File: src/rtl/cpu_types_pkg.sv
// Shared CPU pipeline types and default widths.
// ifid_entry_t describes one IF/ID buffer entry in the default 32-bit build.
package cpu_types_pkg;

    localparam int IFID_DEPTH_DEF = 4;
    localparam int IFID_PC_W      = 32;
    localparam int IFID_INSTR_W   = 32;

    typedef struct packed {
        logic [IFID_PC_W-1:0]    npc;
        logic [IFID_INSTR_W-1:0] instr;
    } ifid_entry_t;

endpackage

File: src/rtl/ifid_buf_mem.sv
// IF/ID buffer storage: register array with one write port
// and one asynchronous read port. Contents are intentionally not reset.
module ifid_buf_mem
    import cpu_types_pkg::*;
#(
    parameter int DEPTH = IFID_DEPTH_DEF,
    parameter int WIDTH = IFID_PC_W + IFID_INSTR_W
) (
    input  logic                     CLK,
    input  logic                     we,
    input  logic [$clog2(DEPTH)-1:0] waddr,
    input  logic [WIDTH-1:0]         wdata,
    input  logic [$clog2(DEPTH)-1:0] raddr,
    output logic [WIDTH-1:0]         rdata
);

    logic [WIDTH-1:0] r_mem [DEPTH];

    always_ff @(posedge CLK) begin
        if (we) begin
            r_mem[waddr] <= wdata;
        end
    end

    assign rdata = r_mem[raddr];

endmodule

File: src/rtl/ifid_buf.sv
// IF/ID decoupling FIFO between fetch and decode with single-cycle flush
// and optional same-cycle bypass when the buffer is empty.
module ifid_buf
    import cpu_types_pkg::*;
#(
    parameter int DEPTH   = IFID_DEPTH_DEF,
    parameter int PC_W    = IFID_PC_W,
    parameter int INSTR_W = IFID_INSTR_W,
    parameter int BYPASS  = 0
) (
    input  logic                   CLK,
    input  logic                   RST,
    input  logic                   flush,
    input  logic                   enq_valid,
    output logic                   enq_ready,
    input  logic [PC_W-1:0]        enq_npc,
    input  logic [INSTR_W-1:0]     enq_instr,
    output logic                   deq_valid,
    input  logic                   deq_ready,
    output logic [PC_W-1:0]        deq_npc,
    output logic [INSTR_W-1:0]     deq_instr,
    output logic [$clog2(DEPTH):0] count,
    output logic                   empty,
    output logic                   full
);

    localparam int PTR_W = $clog2(DEPTH);
    localparam int CNT_W = PTR_W + 1;
    localparam int ENT_W = PC_W + INSTR_W;
    localparam logic [CNT_W-1:0] L_DEPTH = CNT_W'(DEPTH);

    logic [PTR_W-1:0] r_wr_ptr;
    logic [PTR_W-1:0] r_rd_ptr;
    logic [CNT_W-1:0] r_count;

    logic             w_byp_en;
    logic             w_nonempty;
    logic             w_enq_fire;
    logic             w_byp_fire;
    logic             w_we;
    logic             w_deq_fire;
    logic             w_rd_fire;
    logic [ENT_W-1:0] w_rdata;

    assign w_byp_en   = (BYPASS != 0);
    assign w_nonempty = (r_count != '0);

    assign enq_ready  = (r_count < L_DEPTH);
    assign empty      = !w_nonempty;
    assign full       = (r_count == L_DEPTH);
    assign count      = r_count;

    assign deq_valid  = !flush && (w_nonempty || (w_byp_en && enq_valid));

    assign w_enq_fire = enq_valid && enq_ready && !flush;
    assign w_deq_fire = deq_valid && deq_ready;
    // A consumed bypass entry never touches the array or the count.
    assign w_byp_fire = w_byp_en && !w_nonempty && w_enq_fire && deq_ready;
    assign w_we       = w_enq_fire && !w_byp_fire;
    assign w_rd_fire  = w_deq_fire && w_nonempty;

    ifid_buf_mem #(
        .DEPTH (DEPTH),
        .WIDTH (ENT_W)
    ) u_mem (
        .CLK   (CLK),
        .we    (w_we),
        .waddr (r_wr_ptr),
        .wdata ({enq_npc, enq_instr}),
        .raddr (r_rd_ptr),
        .rdata (w_rdata)
    );

    always_ff @(posedge CLK) begin
        if (RST || flush) begin
            r_wr_ptr <= '0;
            r_rd_ptr <= '0;
            r_count  <= '0;
        end else begin
            if (w_we) begin
                r_wr_ptr <= r_wr_ptr + PTR_W'(1);
            end
            if (w_rd_fire) begin
                r_rd_ptr <= r_rd_ptr + PTR_W'(1);
            end
            case ({w_we, w_rd_fire})
                2'b10:   r_count <= r_count + CNT_W'(1);
                2'b01:   r_count <= r_count - CNT_W'(1);
                default: r_count <= r_count;
            endcase
        end
    end

    // Zero when nothing is presentable so stale array data never leaks out.
    always_comb begin
        deq_npc   = '0;
        deq_instr = '0;
        if (w_nonempty) begin
            {deq_npc, deq_instr} = w_rdata;
        end else if (w_byp_en && enq_valid) begin
            deq_npc   = enq_npc;
            deq_instr = enq_instr;
        end
    end

endmodule

File: config.mk
export PLATFORM = sky130hd
export DESIGN_NAME = ifid_buf
export DESIGN_NICKNAME = d
export VERILOG_FILES = /design/src/rtl/cpu_types_pkg.sv /design/src/rtl/ifid_buf_mem.sv /design/src/rtl/ifid_buf.sv
export SDC_FILE = /design/constraint.sdc
export NUM_CORES = 1
export LEC_CHECK = 0
export ABC_AREA = 1
export BUFFER_PORTS_ARGS = -buffer_cell sky130_fd_sc_hd__buf_2
export CAP_MARGIN = 20
export CORE_ASPECT_RATIO = 1.5
export CORE_MARGIN = 2
export CORE_UTILIZATION = 50
export DETAILED_ROUTE_END_ITERATION = 10
export PLACE_DENSITY = 0.74
export SYNTH_ARGS = -nofsm -noshare
export SYNTH_HDL_FRONTEND = slang
export SYNTH_SLANG_ARGS = --single-unit
export TNS_END_PERCENT = 1
File: constraint.sdc
create_clock -name CLK -period 3.75 [get_ports CLK]
set_input_delay 0 -clock CLK [delete_from_list [all_inputs] [get_ports CLK]]
set_output_delay 0 -clock CLK [all_outputs]
set_load 0.02 [all_outputs]
; ---- Word-level counts from Yosys, hierarchy flattened
; Memory sizes are Yosys's and may differ from the RTL's. A register that Yosys moved wholly into a read port is not among the register bits.
; Index checks and enable logic that the tools add are counted.
; Widths: inputs -> output; s select.
[totals]
output_inout_bits = 71
mem_bits_rw = 256
inputBits = 69
register_bits = 7
elab_cells = 29
n_memories = 1
[op_classes]
eq_ne = 3
n_lt_le_gt_ge = 1
mux = 7
n_addsub = 4
n_reduce_logical = 10
[mem_list]
columns = memory, depth, word_bits, rd, rd_clocked_by_memory_dff, write_ports, line
row1 = u_mem.r_mem, 4, 64, 1, 1, 1, ifid_buf_mem.sv:17  ; logic [WIDTH-1:0] r_mem [DEPTH];
[op_table]
columns = op, n
row1 = $mux 32, 2
row2 = $pmux 3 s2, 1
row3 = $logic_and 1x1->1, 5
row4 = $add 2x1->2 const B, 2
row5 = $mux 2, 2
row6 = $add 3x1->3 const B, 1
row7 = $eq 3x3->1 const B, 1
row8 = $lt 3x3->1 const B, 1
row9 = $reduce_bool 3->1, 1
row10 = $sub 3x1->3 const B, 1
row11 = $eq 2x1->1 const B, 1
row12 = $eq 2x2->1 const B, 1
row13 = $logic_not 1->1, 2
row14 = $mux 1, 2
row15 = $reduce_bool 2->1, 1
row16 = $logic_or 1x1->1, 1

; ---- Logic depth before layout (Yosys ltp)
[logic_depth]
ltp_word = 6
depth_mapped = 13
ltp_nobuf = 13

; ---- Hierarchy
; From an unflattened synthesis, not the netlist that was laid out.
[unflattened]
cells_unflattened = 1200
hier_area_um2 = 12024.0
[modules_own_cells]
columns = mod, seq_area_each_um2, area_each_um2, cells_per_inst, n_inst
row1 = ifid_buf_mem, 7687.4, 10761.6, 1010, 1
row2 = ifid_buf, 140.1, 1262.5, 190, 1

; ---- Worst setup path before layout
; Ideal clock, no wire load.
[synth_timing]
kind = register to register
start = reg r_count[2], in the netlist count[2]
end = mem u_mem.r_mem[0][0] (netlist bit), enable pin
arrival_ns = 3.603
path_buffers = 0
synth_period_minus_slack_ns = 4.090
t_required_ns = 3.263
stages_incl_launch_ff = 4
path_slack_ns = -0.340
setup_ns = 0.487
cell_sequence = dfxtp_1 -> inv_1 -> nand3_1 -> nor2_1
[synth_between]
elab_chain_len = 5
[synth_rtl]
columns = item, line
row1 = from (decl), ifid_buf.sv:34  ; logic [CNT_W-1:0] r_count;
row2 = from (signal assigned), ifid_buf.sv:87  ; 2'b10: r_count <= r_count + CNT_W'(1);
row3 = from (signal assigned), ifid_buf.sv:88  ; 2'b01: r_count <= r_count - CNT_W'(1);
row4 = from (signal assigned), ifid_buf.sv:89  ; default: r_count <= r_count;
row5 = $lt 3x3->1, ifid_buf.sv:48  ; assign enq_ready = (r_count < L_DEPTH);
row6 = via enq_ready, ifid_buf.sv:15  ; output logic enq_ready,
row7 = $logic_and 1x1->1 (2 in a row), ifid_buf.sv:55  ; assign w_enq_fire = enq_valid && enq_ready && !flush;
row8 = $mux 1, ifid_buf_mem.sv:20  ; if (we) begin
row9 = $mux 1 (implied by the code), ifid_buf_mem.sv:21  ; r_mem[waddr] <= wdata;
row10 = to (decl), ifid_buf_mem.sv:17
; The timed path passes the listed nets, and every way through them passes these cells.

==> metrics.cfg <==
[outcome]
run_status = finished clean

[detailed_routing]
first_pass_iters = 5
ant_nets = 0
vias_per_cell = 5.356
drc = 0
drt_wl_total_um = 22590
drt_iter0_drc = 564
wl_per_cell_um = 17.33
num_vias = 6979

[setup_path]
critPathMaxStageDelay_ns = 1.03
crit_type = reg2out
setup.worst_path.end_class = output port
crit_top_cell = nor2_1
required_ns = 3.75
r2r_slack_ns = 1.48
rr_worst_depth = 4
crit_family = flip-flops
crit_slowest_cell = dfxtp_4
r2r_end = u_mem.r_mem[1][62]
crit_fanout = 96
critPathLaunchType = register
crit-reg2reg-launch = count[2]
path_buf_inv = 2
worstPathArrival_ns = 2.91
cp_cell_sequence = buf_4, nor2_1, nor2_1, o21ai_0, a21oi_1, buf_2

[grt]
antenna_found_initial = 1
gr-usage-all-layers_pct = 20.29
grt_pass1_wl_um = 34700
grt_pass1_vias = 7069
grt_start_max_net_pins = 97
globalRouteOverflowTotal = 0

[cells_and_area]
fin_area_mm2 = 0.01268
layout_common_cells = nor2_1 (266), edfxtp_1 (256), buf_2 (139)
final_cells = 1303
multi_input_area_mm2 = 0.002195
drive_gt1_share_pct = 18.50
fillers = 1518
areaGrowthSynthToFinish_pct = 21.83
post-route-util_pct = 62.10
final_common_cell = nor2_1
nets = 1098
register_area_mm2 = 0.007873

[timing]
max_slew.worst_pin.slew_ns = 1.035
drv_slew = 0
clock_skew_ns = 0.009406
setup_violations = 0
relSlewSlack_pct = 31.01
fin_setup_tns_ns = 0
finalCriticalPeriod_ns = 2.912
timing.fmax_mhz = 343.4
rsz0062_at_grt = false
min_period_over_period_pct = 77.65
final_hold_viol_count = 0

[clocking]
clock_path_buffers = 3
cts_setup_buffers = 0
cts_tree = built
clkTransAtPathRegs_ns = 0.06
numCtsBuffers = 22
cts.sinks = 265
clock_latency_ns = 0.50
cts-root-buf = clkbuf_16
htree_num_levels = 1

[power_and_ir_drop]
power_mw = 5.865
cellPowerDensity_mw_per_mm2 = 462.5
ir_worst_vdd_mv = 0.3236
cellLeakagePower_nw = 4.683

[logic_synthesis]
synth_adder_area_share_pct = 0.7934
syn_avg_cell_area_um2 = 12.63
synth_cell_type_count = 19
synth_area_mm2 = 0.01041
synth_compound_area_share_pct = 9.665
yosys_warnings = 0
synth_xor_area_share_pct = 0
syn_nets = 899
synth_seq_cells = 265
synth_top_family_by_area = simple AND/OR/NAND/NOR gates
ys_seq_area_share_pct = 75.59
synth_top_area_cell = edfxtp_1
yosys-top-cells-area = edfxtp_1 (74%), nor2_1 (9.7%), o21ai_0 (5.9%), a21oi_1 (3.3%), dfxtp_1 (1.7%)
syn_inst = 824
synth-simple-area-share_pct = 10.34
synth_top_area_share_pct = 73.86
synthMuxAreaShare_pct = 0

[floorplanning]
core_area_mm2 = 0.02042
num_io_pins = 140
start_util_pct = 50.97
die_area_mm2 = 0.02201
die_width_um = 121.8
rows = 64
die_h_um = 180.7

[min_path]
hp-class = in2reg
worstHoldEndpoint = r_wr_ptr[1]
hold_depth = 3
hold_start = enq_valid

[placement]
place_area_mm2 = 0.01128
io_buffers = 139
gp_congestion = 0.7804
dp.cells = 1193
hpwlAfterDp_um = 13220

[run]
drv_cap = 0

Yosys cell counts (all sizes together):
| cell type | count |
|---|---|
| nor2 | 270 |
| edfxtp | 256 |
| o21ai | 132 |
| a21oi | 69 |
| buf | 34 |
| inv | 19 |
| clkbuf | 14 |
| nand2 | 11 |
| dfxtp | 9 |
| ha | 5 |
| nand3 | 2 |
| fa | 1 |
| nand4 | 1 |
| nor3 | 1 |
routing by layer:
metal  wire length, um  up-vias  global-route usage (%)  part of all wire [%]
met5                 0        -                       0                     0
met1              8535     3379                   23.48                    38
met3              1280       49                   2.872                   5.7
li1                  -     3296                       -                     -
met2             11980      255                   36.56                    53
met4               792        0                   9.517                   3.5
worst max path at each step:
stage                   endpoint  slack [ns]  startpoint  cells past startpoint
2_1_floorplan  u_mem.r_mem[0][0]       -0.34    count[2]                      3
3_3_place_gp        deq_instr[2]        1.43    register                      6
3_5_place_dp        deq_instr[2]        1.40    register                      6
4_1_cts              deq_npc[13]        0.81    register                      6
5_1_grt              deq_npc[13]        0.66    register                      6
6_report             deq_npc[13]        0.84    register                      6
stage by stage:
stage | hold WS [ns] | worst slack, ns
detailed placement | 0.2153 | 1.401
CTS | 0.2010 | 0.8096
finish | 0.2409 | 0.8382
global route | 0.2518 | 0.6565
floorplan | 0.07979 | -0.3396
global placement | 0.2145 | 1.435
power breakdown:
part / switching [mW] / internal, mW
Combinational: 0.222 / 0.134
Clock: 0.949 / 1.25
Sequential: 0.0159 / 3.30
logic make-up (layout without fill, tap and decap cells):
kind of cell	count (synthesis)	in the layout
buf+inv	67	281
simple gates	285	285
flops	265	265
fa+ha+maj	6	6
other cells	0	1
compound gates	201	201
cell type report:
type,instances,share of cell area [%]
sequential,265,62.08
clock inverter,14,0.8781
antenna,1,0.01973
inverter,19,0.5723
multi-input combinational,492,17.31
timing repair buffer,223,11.94
tap,264,2.605
clock buffer,25,4.598
tightest hold or removal path, stage by stage:
cell     delay (ns)
buf_2          0.10
nand3_1        0.45
a21oi_1        0.14
state kept, by name, summed over array words and instances (netlist names), named ones only:
signal / count
count: 3
r_rd_ptr: 2
u_mem.r_mem: 256
r_wr_ptr: 2
timing repair:
item,4_1_cts,5_1_grt
resized for setup,0,0
hold buffers,70,0
endpoints found under the hold margin,265,0
Note: power is estimated with default switching activity, not from simulation.
